$ cat config.mk
export PLATFORM = sky130hd
export DESIGN_NAME = mem_stage_lsu_flat
export DESIGN_NICKNAME = d
export VERILOG_FILES = /design/src/rtl/mem_stage_lsu_pkg.sv /design/src/rtl/mem_stage_lsu_if.sv /design/src/rtl/mem_stage_lsu_align.sv /design/src/rtl/mem_stage_lsu.sv /design/src/flat_wrapper.sv
export SDC_FILE = /design/constraint.sdc
export NUM_CORES = 1
export LEC_CHECK = 0
export CAP_MARGIN = 20
export CORE_ASPECT_RATIO = 1.75
export CORE_MARGIN = 5
export CORE_UTILIZATION = 50
export DETAILED_ROUTE_END_ITERATION = 7
export DONT_BUFFER_PORTS = 1
export GPL_ROUTABILITY_DRIVEN = 0
export GPL_TIMING_DRIVEN = 0
export PLACE_DENSITY = 0.74
export SLEW_MARGIN = 0
export SYNTH_ARGS = -nofsm -noshare
export SYNTH_HDL_FRONTEND = slang
export SYNTH_SLANG_ARGS = --single-unit
$ cat constraint.sdc
create_clock -name clk -period 20 [get_ports clk]
set_input_delay 2 -clock clk [delete_from_list [all_inputs] [get_ports clk]]
set_output_delay 2 -clock clk [all_outputs]
set_load 0.01 [all_outputs]
$ cat src/rtl/mem_stage_lsu_pkg.sv
// Shared types for the mem-stage LSU: access sizes, FSM states, fault causes.
package mem_stage_lsu_pkg;

    typedef enum logic [2:0] {
        RwB   = 3'b000,
        RwH   = 3'b001,
        RwW   = 3'b010,
        RwD   = 3'b011,
        RwBu  = 3'b100,
        RwHu  = 3'b101,
        RwWu  = 3'b110,
        RwRsv = 3'b111
    } rw_type_e;

    typedef enum logic [1:0] {
        LsuIdle,
        LsuReq,
        LsuWait,
        LsuDone
    } lsu_state_e;

    typedef enum logic [1:0] {
        ExcNone  = 2'b00,
        ExcMisal = 2'b01,
        ExcBus   = 2'b10,
        ExcTmo   = 2'b11
    } exc_cause_e;

    // size is RW_type[1:0]: 0 byte, 1 half, 2 word, 3 dword
    function automatic logic misaligned(logic [1:0] size, logic [2:0] offset);
        case (size)
            2'b00:   return 1'b0;
            2'b01:   return offset[0];
            2'b10:   return |offset[1:0];
            default: return |offset;
        endcase
    endfunction

endpackage

$ cat src/rtl/mem_stage_lsu_if.sv
// req/gnt/rvalid data bus between the LSU (master) and memory (slave).
interface mem_stage_lsu_if;
    logic        bus_req;
    logic        bus_we;
    logic [63:0] bus_addr;
    logic [63:0] bus_wdata;
    logic [7:0]  bus_wstrb;
    logic        bus_gnt;
    logic        bus_rvalid;
    logic [63:0] bus_rdata;
    logic        bus_err;

    modport master (
        output bus_req, bus_we, bus_addr, bus_wdata, bus_wstrb,
        input  bus_gnt, bus_rvalid, bus_rdata, bus_err
    );

    modport slave (
        input  bus_req, bus_we, bus_addr, bus_wdata, bus_wstrb,
        output bus_gnt, bus_rvalid, bus_rdata, bus_err
    );
endinterface

$ cat src/rtl/mem_stage_lsu_align.sv
// Combinational access checks, store lane steering and load extraction/extension.
module mem_stage_lsu_align
    import mem_stage_lsu_pkg::*;
(
    input  logic        is_read,
    input  logic        is_write,
    input  logic [2:0]  rw_type,
    input  logic [2:0]  offset,
    input  logic [63:0] wdata,
    input  logic [63:0] rdata,
    output logic        fault,
    output logic [7:0]  wstrb,
    output logic [63:0] wdata_lanes,
    output logic [63:0] rdata_ext
);

    logic [1:0]  size;
    logic [7:0]  strb_base;
    logic [63:0] shifted;

    assign size    = rw_type[1:0];
    assign shifted = rdata >> {offset, 3'b000};

    // Unsigned variants are load-only; a store with them is illegal.
    assign fault = (rw_type == RwRsv) | (is_write & rw_type[2]) | (is_read & is_write) |
                   misaligned(size, offset);

    always_comb begin
        strb_base   = 8'h00;
        wdata_lanes = '0;
        case (size)
            2'b00: begin
                strb_base   = 8'h01;
                wdata_lanes = {8{wdata[7:0]}};
            end
            2'b01: begin
                strb_base   = 8'h03;
                wdata_lanes = {4{wdata[15:0]}};
            end
            2'b10: begin
                strb_base   = 8'h0F;
                wdata_lanes = {2{wdata[31:0]}};
            end
            default: begin
                strb_base   = 8'hFF;
                wdata_lanes = wdata;
            end
        endcase
        wstrb = strb_base << offset;
    end

    always_comb begin
        rdata_ext = '0;
        case (rw_type_e'(rw_type))
            RwB:     rdata_ext = {{56{shifted[7]}}, shifted[7:0]};
            RwH:     rdata_ext = {{48{shifted[15]}}, shifted[15:0]};
            RwW:     rdata_ext = {{32{shifted[31]}}, shifted[31:0]};
            RwD:     rdata_ext = shifted;
            RwBu:    rdata_ext = {56'd0, shifted[7:0]};
            RwHu:    rdata_ext = {48'd0, shifted[15:0]};
            RwWu:    rdata_ext = {32'd0, shifted[31:0]};
            default: rdata_ext = '0;
        endcase
    end

endmodule

$ cat src/rtl/mem_stage_lsu.sv
// Mem-stage load/store unit: one bus access per instruction, pipeline stalled until it retires.
module mem_stage_lsu
    import mem_stage_lsu_pkg::*;
#(
    parameter int unsigned WAIT_MAX = 255
) (
    input  logic                  clk,
    input  logic                  rst,
    input  logic                  memreadM,
    input  logic                  memwriteM,
    input  logic [2:0]            RW_typeM,
    input  logic [63:0]           addrM,
    input  logic [63:0]           wdataM,
    output logic                  stallM,
    output logic [63:0]           rdataM,
    output logic                  doneM,
    output logic                  excM,
    output logic [1:0]            exc_causeM,
    mem_stage_lsu_if.master       bus
);

    localparam int unsigned CntW = $clog2(WAIT_MAX + 1);

    lsu_state_e    state_q, state_d;
    logic [CntW-1:0] cnt_q, cnt_d, cnt_inc;
    logic          req_q, req_d;
    logic          we_q, we_d;
    logic [63:0]   addr_q, addr_d;
    logic [63:0]   wdata_q, wdata_d;
    logic [7:0]    wstrb_q, wstrb_d;
    logic          exc_q, exc_d;
    logic [1:0]    cause_q, cause_d;
    logic [63:0]   rdata_q, rdata_d;

    logic          acc;
    logic          fault;
    logic          tmo;
    logic [7:0]    wstrb_lanes;
    logic [63:0]   wdata_lanes;
    logic [63:0]   rdata_ext;

    mem_stage_lsu_align u_align (
        .is_read     (memreadM),
        .is_write    (memwriteM),
        .rw_type     (RW_typeM),
        .offset      (addrM[2:0]),
        .wdata       (wdataM),
        .rdata       (bus.bus_rdata),
        .fault       (fault),
        .wstrb       (wstrb_lanes),
        .wdata_lanes (wdata_lanes),
        .rdata_ext   (rdata_ext)
    );

    assign acc     = memreadM | memwriteM;
    assign cnt_inc = cnt_q + 1'b1;
    assign tmo     = (cnt_inc == CntW'(WAIT_MAX));

    always_comb begin
        state_d    = state_q;
        cnt_d      = cnt_q;
        req_d      = req_q;
        we_d       = we_q;
        addr_d     = addr_q;
        wdata_d    = wdata_q;
        wstrb_d    = wstrb_q;
        exc_d      = exc_q;
        cause_d    = cause_q;
        rdata_d    = rdata_q;
        stallM     = 1'b0;
        doneM      = 1'b0;
        excM       = 1'b0;
        exc_causeM = ExcNone;
        rdataM     = '0;

        case (state_q)
            LsuIdle: begin
                if (acc && fault) begin
                    excM       = 1'b1;
                    exc_causeM = ExcMisal;
                end else if (acc) begin
                    stallM  = 1'b1;
                    state_d = LsuReq;
                    cnt_d   = '0;
                    req_d   = 1'b1;
                    we_d    = memwriteM;
                    addr_d  = {addrM[63:3], 3'b000};
                    wdata_d = memwriteM ? wdata_lanes : '0;
                    wstrb_d = memwriteM ? wstrb_lanes : '0;
                    exc_d   = 1'b0;
                    cause_d = ExcNone;
                    rdata_d = '0;
                end
            end
            LsuReq: begin
                stallM = 1'b1;
                cnt_d  = cnt_inc;
                if (tmo) begin
                    state_d = LsuDone;
                    req_d   = 1'b0;
                    exc_d   = 1'b1;
                    cause_d = ExcTmo;
                end else if (bus.bus_gnt) begin
                    state_d = LsuWait;
                    req_d   = 1'b0;
                end
            end
            LsuWait: begin
                stallM = 1'b1;
                cnt_d  = cnt_inc;
                // A response in the same cycle as the deadline still counts.
                if (bus.bus_rvalid) begin
                    state_d = LsuDone;
                    if (bus.bus_err) begin
                        exc_d   = 1'b1;
                        cause_d = ExcBus;
                    end else if (!we_q) begin
                        rdata_d = rdata_ext;
                    end
                end else if (tmo) begin
                    state_d = LsuDone;
                    exc_d   = 1'b1;
                    cause_d = ExcTmo;
                end
            end
            LsuDone: begin
                doneM      = 1'b1;
                excM       = exc_q;
                exc_causeM = cause_q;
                rdataM     = rdata_q;
                state_d    = LsuIdle;
                we_d       = 1'b0;
                addr_d     = '0;
                wdata_d    = '0;
                wstrb_d    = '0;
            end
            default: state_d = LsuIdle;
        endcase
    end

    always_ff @(posedge clk or posedge rst) begin
        if (rst) begin
            state_q <= LsuIdle;
            cnt_q   <= '0;
            req_q   <= 1'b0;
            we_q    <= 1'b0;
            addr_q  <= '0;
            wdata_q <= '0;
            wstrb_q <= '0;
            exc_q   <= 1'b0;
            cause_q <= ExcNone;
            rdata_q <= '0;
        end else begin
            state_q <= state_d;
            cnt_q   <= cnt_d;
            req_q   <= req_d;
            we_q    <= we_d;
            addr_q  <= addr_d;
            wdata_q <= wdata_d;
            wstrb_q <= wstrb_d;
            exc_q   <= exc_d;
            cause_q <= cause_d;
            rdata_q <= rdata_d;
        end
    end

    assign bus.bus_req   = req_q;
    assign bus.bus_we    = we_q;
    assign bus.bus_addr  = addr_q;
    assign bus.bus_wdata = wdata_q;
    assign bus.bus_wstrb = wstrb_q;

endmodule

$ cat src/flat_wrapper.sv
// flat-port wrapper written by rule: the top's interface ports become plain ports
module mem_stage_lsu_flat import mem_stage_lsu_pkg::*;
#(
    parameter int unsigned WAIT_MAX = 255
)
  (clk, rst, memreadM, memwriteM, RW_typeM, addrM, wdataM, stallM, rdataM, doneM, excM, exc_causeM, bus_bus_req, bus_bus_we, bus_bus_addr, bus_bus_wdata, bus_bus_wstrb, bus_bus_gnt, bus_bus_rvalid, bus_bus_rdata, bus_bus_err);
  mem_stage_lsu_if bus_i ();
  input  logic clk;
  input  logic rst;
  input  logic memreadM;
  input  logic memwriteM;
  input  logic [2:0] RW_typeM;
  input  logic [63:0] addrM;
  input  logic [63:0] wdataM;
  output logic stallM;
  output logic [63:0] rdataM;
  output logic doneM;
  output logic excM;
  output logic [1:0] exc_causeM;
  output wire logic [$bits(bus_i.bus_req)-1:0] bus_bus_req;
  output wire logic [$bits(bus_i.bus_we)-1:0] bus_bus_we;
  output wire logic [$bits(bus_i.bus_addr)-1:0] bus_bus_addr;
  output wire logic [$bits(bus_i.bus_wdata)-1:0] bus_bus_wdata;
  output wire logic [$bits(bus_i.bus_wstrb)-1:0] bus_bus_wstrb;
  input wire logic [$bits(bus_i.bus_gnt)-1:0] bus_bus_gnt;
  input wire logic [$bits(bus_i.bus_rvalid)-1:0] bus_bus_rvalid;
  input wire logic [$bits(bus_i.bus_rdata)-1:0] bus_bus_rdata;
  input wire logic [$bits(bus_i.bus_err)-1:0] bus_bus_err;
  assign bus_bus_req = bus_i.bus_req;
  assign bus_bus_we = bus_i.bus_we;
  assign bus_bus_addr = bus_i.bus_addr;
  assign bus_bus_wdata = bus_i.bus_wdata;
  assign bus_bus_wstrb = bus_i.bus_wstrb;
  assign bus_i.bus_gnt = bus_bus_gnt;
  assign bus_i.bus_rvalid = bus_bus_rvalid;
  assign bus_i.bus_rdata = bus_bus_rdata;
  assign bus_i.bus_err = bus_bus_err;
  mem_stage_lsu #(.WAIT_MAX(WAIT_MAX)) u_core (.clk(clk), .rst(rst), .memreadM(memreadM), .memwriteM(memwriteM), .RW_typeM(RW_typeM), .addrM(addrM), .wdataM(wdataM), .stallM(stallM), .rdataM(rdataM), .doneM(doneM), .excM(excM), .exc_causeM(exc_causeM), .bus(bus_i));
endmodule
==> results of run 1 <==
## logic make-up (layout without fill, tap and decap cells)
| kind of cell | count (synthesis) | after routing | synth area share |
|---|---|---|---|
| buf+inv | 116 | 153 | 0.0447 |
| other cells | 1 | 4 | 0.000333 |
| compound gates | 346 | 346 | 0.229 |
| xor+xnor | 3 | 3 | 0.00233 |
| fa+ha+maj | 6 | 6 | 0.00666 |
| flops | 212 | 212 | 0.471 |
| simple gates | 322 | 322 | 0.136 |
| mux | 104 | 104 | 0.110 |
## cell usage after synthesis, types with 8 or more instances
master / number / area, sq um
dfrtp_1: 212 / 5310
nand2_1: 136 / 510
mux2i_1: 79 / 791
and2_1: 74 / 463
a22o_1: 69 / 604
clkbuf_1: 61 / 229
o21ai_0: 58 / 290
nor2_1: 55 / 206
o31ai_1: 54 / 405
a21oi_1: 32 / 160
a221o_1: 32 / 320
o211ai_1: 24 / 180
buf_1: 19 / 71.3
a211oi_1: 18 / 135
buf_2: 17 / 85.1
nor2b_1: 17 / 106
a211o_1: 16 / 140
mux4_2: 15 / 338
nand3_1: 13 / 65.1
mux2_2: 10 / 113
o22ai_1: 8 / 50.1
## through the flow
step | power, W | hold WS [ns] | util | instance area [sq um] | worst slack [ns]
finish | 0.00189 | 0.474 | 0.558 | 12400 | 14.35
global route | 0.00199 | 0.496 | 0.558 | 12400 | 14.22
CTS | 0.00189 | 0.473 | 0.557 | 12300 | 14.38
detailed placement | 0.00149 | 0.460 | 0.527 | 11700 | 14.39
global placement | 0.00146 | 0.450 | 0.526 | 11600 | 9.97
floorplan | 0.00123 | 0.439 | - | 11300 | 12.21
## worst paths after layout
check                                   from                       end  slack (ns)  cells after the start
hold reg to reg            u_core.rdata_q[6]         u_core.rdata_q[6]        0.47                      2
hold / removal             u_core.rdata_q[6]         u_core.rdata_q[6]        0.47                      2
min in group asynchronous                rst         u_core.cause_q[1]        1.42                      1
setup reg to reg           u_core.state_q[1]   u_core.bus.bus_wdata[2]       16.87                      8
setup / recovery                 RW_typeM[0]                      excM       14.35                      5
max in group asynchronous                rst  u_core.bus.bus_wdata[51]       17.56                      2
## worst max-delay path, delay by kind of cell
kind	cells	cell delay, ns
compound gates	3	1.10
buf+inv	2	0.54
## per-layer routing
| layer | up-vias | track usage |
|---|---|---|
| met5 | - | 0 |
| met4 | 0 | 0.222 |
| met3 | 198 | 0.0979 |
| met2 | 649 | 0.575 |
| met1 | 4756 | 0.328 |
| li1 | 4139 | - |
## final cells by class
type / instances / area, sq um
Fill cell: 1982 / 9810
Clock buffer: 28 / 562
Antenna cell: 1 / 2.50
Inverter: 9 / 41.3
Multi-Input combinational cell: 784 / 5470
Buffer: 107 / 470
Sequential cell: 212 / 5310
Timing Repair Buffer: 2 / 35.0
Clock inverter: 7 / 100
Tap cell: 296 / 370
## report_power, final
| group | switching, W | total (W) | leakage (nW) | internal (W) |
|---|---|---|---|---|
| registers | 0.000170 | 0.000753 | 2.80 | 0.000583 |
| logic | 0.000490 | 0.000739 | 2.42 | 0.000249 |
| clock network | 0.000171 | 0.000397 | 0.323 | 0.000225 |
## registers in the layout, indices dropped and copies added, names as in the netlist
signal,count
u_core.bus.bus_wstrb,8
u_core.exc_q,1
u_core.cnt_q,8
u_core.state_q,2
u_core.rdata_q,64
u_core.bus.bus_wdata,64
u_core.cause_q,2
u_core.bus.bus_addr,61
u_core.bus.bus_we,1
u_core.bus.bus_req,1
==> results_dict.tcl, run 1 <==
set metrics [dict create \
    postCtsHoldBufs 0 \
    grt_usage 0.329 \
    post_cts_buffers 0 \
    cts_tree "yes" \
    drtAntennaViolNets 0 \
    insertion_delay_ns 0.51 \
    arrival_ns 3.65 \
    core-area_sq_mm 0.0222 \
    setup_violations 0 \
    rsz0062_at_grt "false" \
    crit_fanout 9 \
    cts_buffer_depth 3 \
    antenna_found_initial 1 \
    start_util 0.509 \
    syn_to_final_growth_pct 9.62 \
    via_per_inst 6.74 \
    irDropWorstVdd_mv 0.0792 \
    hpwlAfterDp_um 33600 \
    routed-wl-met2_um 22200 \
    fin_tns_setup_ns 0 \
    cts.sinks 212 \
    hold_viol_final 0 \
    slowest_delay_ns 0.42 \
    final_common_cell "dfrtp_1" \
    wl_per_cell_um 30.1 \
    holdCritPathClass "reg -> reg" \
    grt_pass1_vias 10100 \
    synth_seq_cells 212 \
    syn_avg_cell_area_sq_um 10.2 \
    h-tree-depth 1 \
    numCtsBuffers 21 \
    grt_pass1_wl_um 63600 \
    portBuffers 0 \
    cts_resized 0 \
    routed_wl_um 43500 \
    io_pins 409 \
    yosysWarningCount 0 \
    period_share 0.283 \
    synth_edf_count 0 \
    dr.pass1.iters 6 \
    drt-initial-drc-count 951 \
    power.density_mw_per_mm2 153 \
    min_period_ns 5.65 \
    wl_met3_um 4400 \
    vias 9742 \
    grt_max_degree 125 \
    rows 72 \
    critical_path_class "in -> out" \
    cts_root_buffer "clkbuf_16" \
    worst_slew_pin_slew_ns 0.967 \
    fmax_ghz 0.177 \
    overflow 0 \
    worstPathRequired_ns 18.00 \
    crit_chain "buf_2 > clkinv_1 > o21ai_1 > o221ai_1 > a21oi_1" \
    start_kind "input port" \
    max-slew-margin-rel 0.349 \
    layoutNonFillerInstCount 1446 \
    ys_seq_area_frac 0.471 \
    clk_pin_slew_ns 0.07 \
    status "finished, final reports clean" \
    die-area_sq_mm 0.0258 \
    drive_gt1_frac 0.0775 \
    crit_slowest_cell "o21ai_1" \
    ys_dominant_reg_cell "dfrtp_1" \
    syn_inst 1110 \
    most-common-layout-cells "dfrtp_1, nand2_1, mux2i_1" \
    p_leak_nw 5.54 \
    skew_ns 0.0141 \
    die_width_um 123 \
    cp-end-kind "output pin" \
    die_y_um 209 \
    report.final.slew_viol_count 0 \
    maxCapViolations 0 \
    nets 1345 \
    syn_area_sq_mm 0.0113 \
    drt_drc_violations_left 0 \
    place_inst 1409 \
    top_layer "met4" \
    route.layer.met1.wl_um 13300 \
    synth_cell_types 58 \
    synth_async_sr_flop_share 1.00 \
]
No activity file was read; power rests on OpenSTA's default activity.
==> run 2, diff against run 1 <==
==> constraint.sdc (replaced) <==
create_clock -name clk -period 5.6 [get_ports clk]
set_input_delay 0.56 -clock clk [delete_from_list [all_inputs] [get_ports clk]]
set_output_delay 0.56 -clock clk [all_outputs]
set_load 0.01 [all_outputs]
==> run 2 against run 1 <==
Effect of this change: setup slack got worse by 12 ns; combinational power increased to 3.6 times the previous value; final area increased by 1.1%; sequential share of layout area decreased by 0.46 points; die area unchanged; clock power increased to 3.7 times the previous value; clock skew decreased by 0.0033 ns; critical path depth unchanged; sequential power increased to 3.6 times the previous value; via count increased by 1.2%; sequential cell count unchanged; global-route usage increased by 0.33 points.
==> results_dict.tcl, run 2 (synthesis results as in run 1) <==
set metrics [dict create \
    use_met1 0.336 \
    grt_pass1_vias 10400 \
    hold_viol_final 0 \
    io_pins 409 \
    worstPathRequired_ns 5.04 \
    arrival_ns 2.77 \
    core-area_sq_mm 0.0222 \
    final_util 0.564 \
    via_per_inst 6.78 \
    worst_slew_pin_slew_ns 1.16 \
    p_leak_nw 5.59 \
    die_y_um 209 \
    most-common-layout-cells "dfrtp_1, nand2_1, mux2i_1" \
    pwr-share-comb 0.388 \
    hpwlAfterDp_um 33800 \
    grt_busiest_layer "met2" \
    die_width_um 123 \
    fmax_ghz 0.300 \
    grt_max_degree 45 \
    holdPathEnd "u_core.bus.bus_addr[46]" \
    hold_start "addrM[46]" \
    drtAntennaViolNets 0 \
    use_met3 0.0979 \
    rsz0062_at_grt "false" \
    report.final.slew_viol_count 0 \
    p_sw_w 0.00298 \
    post_cts_buffers 0 \
    cts_root_buffer "clkbuf_16" \
    vias 9863 \
    drt-initial-drc-count 984 \
    power_frac_clock 0.217 \
    start_util 0.509 \
    syn_to_final_growth_pct 10.8 \
    grt_use_met2 0.564 \
    power.share.switching 0.438 \
    critical_path_class "reg -> out" \
    die-area_sq_mm 0.0258 \
    nFillCells 1979 \
    rows 72 \
    drive_gt1_frac 0.0822 \
    cts.sinks 212 \
    reg2reg_from "u_core.state_q[1]" \
    holdWs_ns 0.176 \
    irDropWorstVdd_mv 0.264 \
    min_period_ns 3.33 \
    maxCapViolations 0 \
    portBuffers 0 \
    setup_ws_ns 2.27 \
    final_common_cell "dfrtp_1" \
    cts_buffer_depth 3 \
    reg2reg_depth 9 \
    power.density_mw_per_mm2 545 \
    status "finished, final reports clean" \
    power_w 0.00680 \
    hold_depth 1 \
    dr.pass1.iters 5 \
    fin_tns_setup_ns 0 \
    start_kind "flop" \
    internal_power_w 0.00383 \
    h-tree-depth 1 \
    grt_usage 0.333 \
    drt_drc_violations_left 0 \
    max-slew-margin-rel 0.217 \
    skew_ns 0.0108 \
    period_share 0.595 \
    insertion_delay_ns 0.51 \
    overflow 0 \
    cts_tree "yes" \
    wl_per_cell_um 30.1 \
    routed_wl_um 43800 \
    dp_slack_ns 2.04 \
    holdCritPathClass "in -> reg" \
    numCtsBuffers 21 \
    r2r_setup_slack_ns 2.46 \
    cp-end-kind "output pin" \
    grt_pass1_wl_um 64800 \
    crit_fanout 10 \
    nets 1350 \
    clk_pin_slew_ns 0.07 \
    setup_violations 0 \
    antenna_found_initial 2 \
    r2r_end "u_core.bus.bus_wdata[17]" \
    p_seq_frac 0.395 \
]
run 2: cell types whose count changed in the layout (fill, tap and decap cells not counted), sizes merged, moves of 2 or more:
cell / previous run / this run
clkinvlp: 0 / 3
clkinv: 3 / 5
buf: 45 / 50
inv: 11 / 7
run 2: metrics by stage:
stage               std cells  cell area [sq um]
floorplan                1112              11300
global placement         1408              11700
detailed placement       1414              11800
CTS                      1452              12500
global route             1454              12500
finish                   1454              12500
run 2: worst max path at each step:
stage,to,startpoint,depth (start not counted),slack (ns)
after global routing,rdataM[61],u_core.state_q[1],5,2.10
final,rdataM[61],u_core.state_q[1],5,2.27
after global placement,u_core.bus.bus_addr[40],rst,1,1.15
after CTS,rdataM[61],u_core.state_q[1],5,2.19
after detailed placement,u_core.bus.bus_wdata[17],RW_typeM[0],9,2.04
after floorplan,u_core.bus.bus_addr[10],rst,1,2.28
run 2: what timing repair did:
item                      4_1_cts  5_1_grt
hold endpoints to repair       13        0
gates resized for setup         0        0
hold buffers                    1        0
run 2: worst max-delay path, stage by stage (launching register included):
cell,delay (ns)
dfrtp_1,0.41
ha_1,0.33
clkbuf_1,0.44
clkbuf_1,0.41
clkbuf_1,0.38
and2_1,0.29
run 2: per-layer routing:
metal	up-vias	routed length (um)
li1	4142	-
met1	4808	13300
met2	709	22000
met3	204	4680
met4	0	3810
met5	-	0
run 2: power groups by stage:
| stage | clock network [W] | registers [W] | logic [W] |
|---|---|---|---|
| after global routing | 0.00154 | 0.00274 | 0.00289 |
| final | 0.00147 | 0.00269 | 0.00264 |
| after CTS | 0.00148 | 0.00269 | 0.00264 |
| after floorplan | 0 | 0.00252 | 0.00187 |
| after detailed placement | 0 | 0.00271 | 0.00261 |
| after global placement | 0 | 0.00269 | 0.00252 |
run 2: final cells by class:
class / instances / area [sq um] / share of cell area
multi-input combinational: 784 / 5470 / 0.438
sequential: 212 / 5310 / 0.425
clock buffer: 28 / 562 / 0.0450
buffer: 107 / 470 / 0.0377
tap: 296 / 370 / 0.0297
timing repair buffer: 7 / 138 / 0.0110
clock inverter: 9 / 133 / 0.0106
inverter: 9 / 37.5 / 0.00301
antenna: 2 / 5.00 / 0.000401
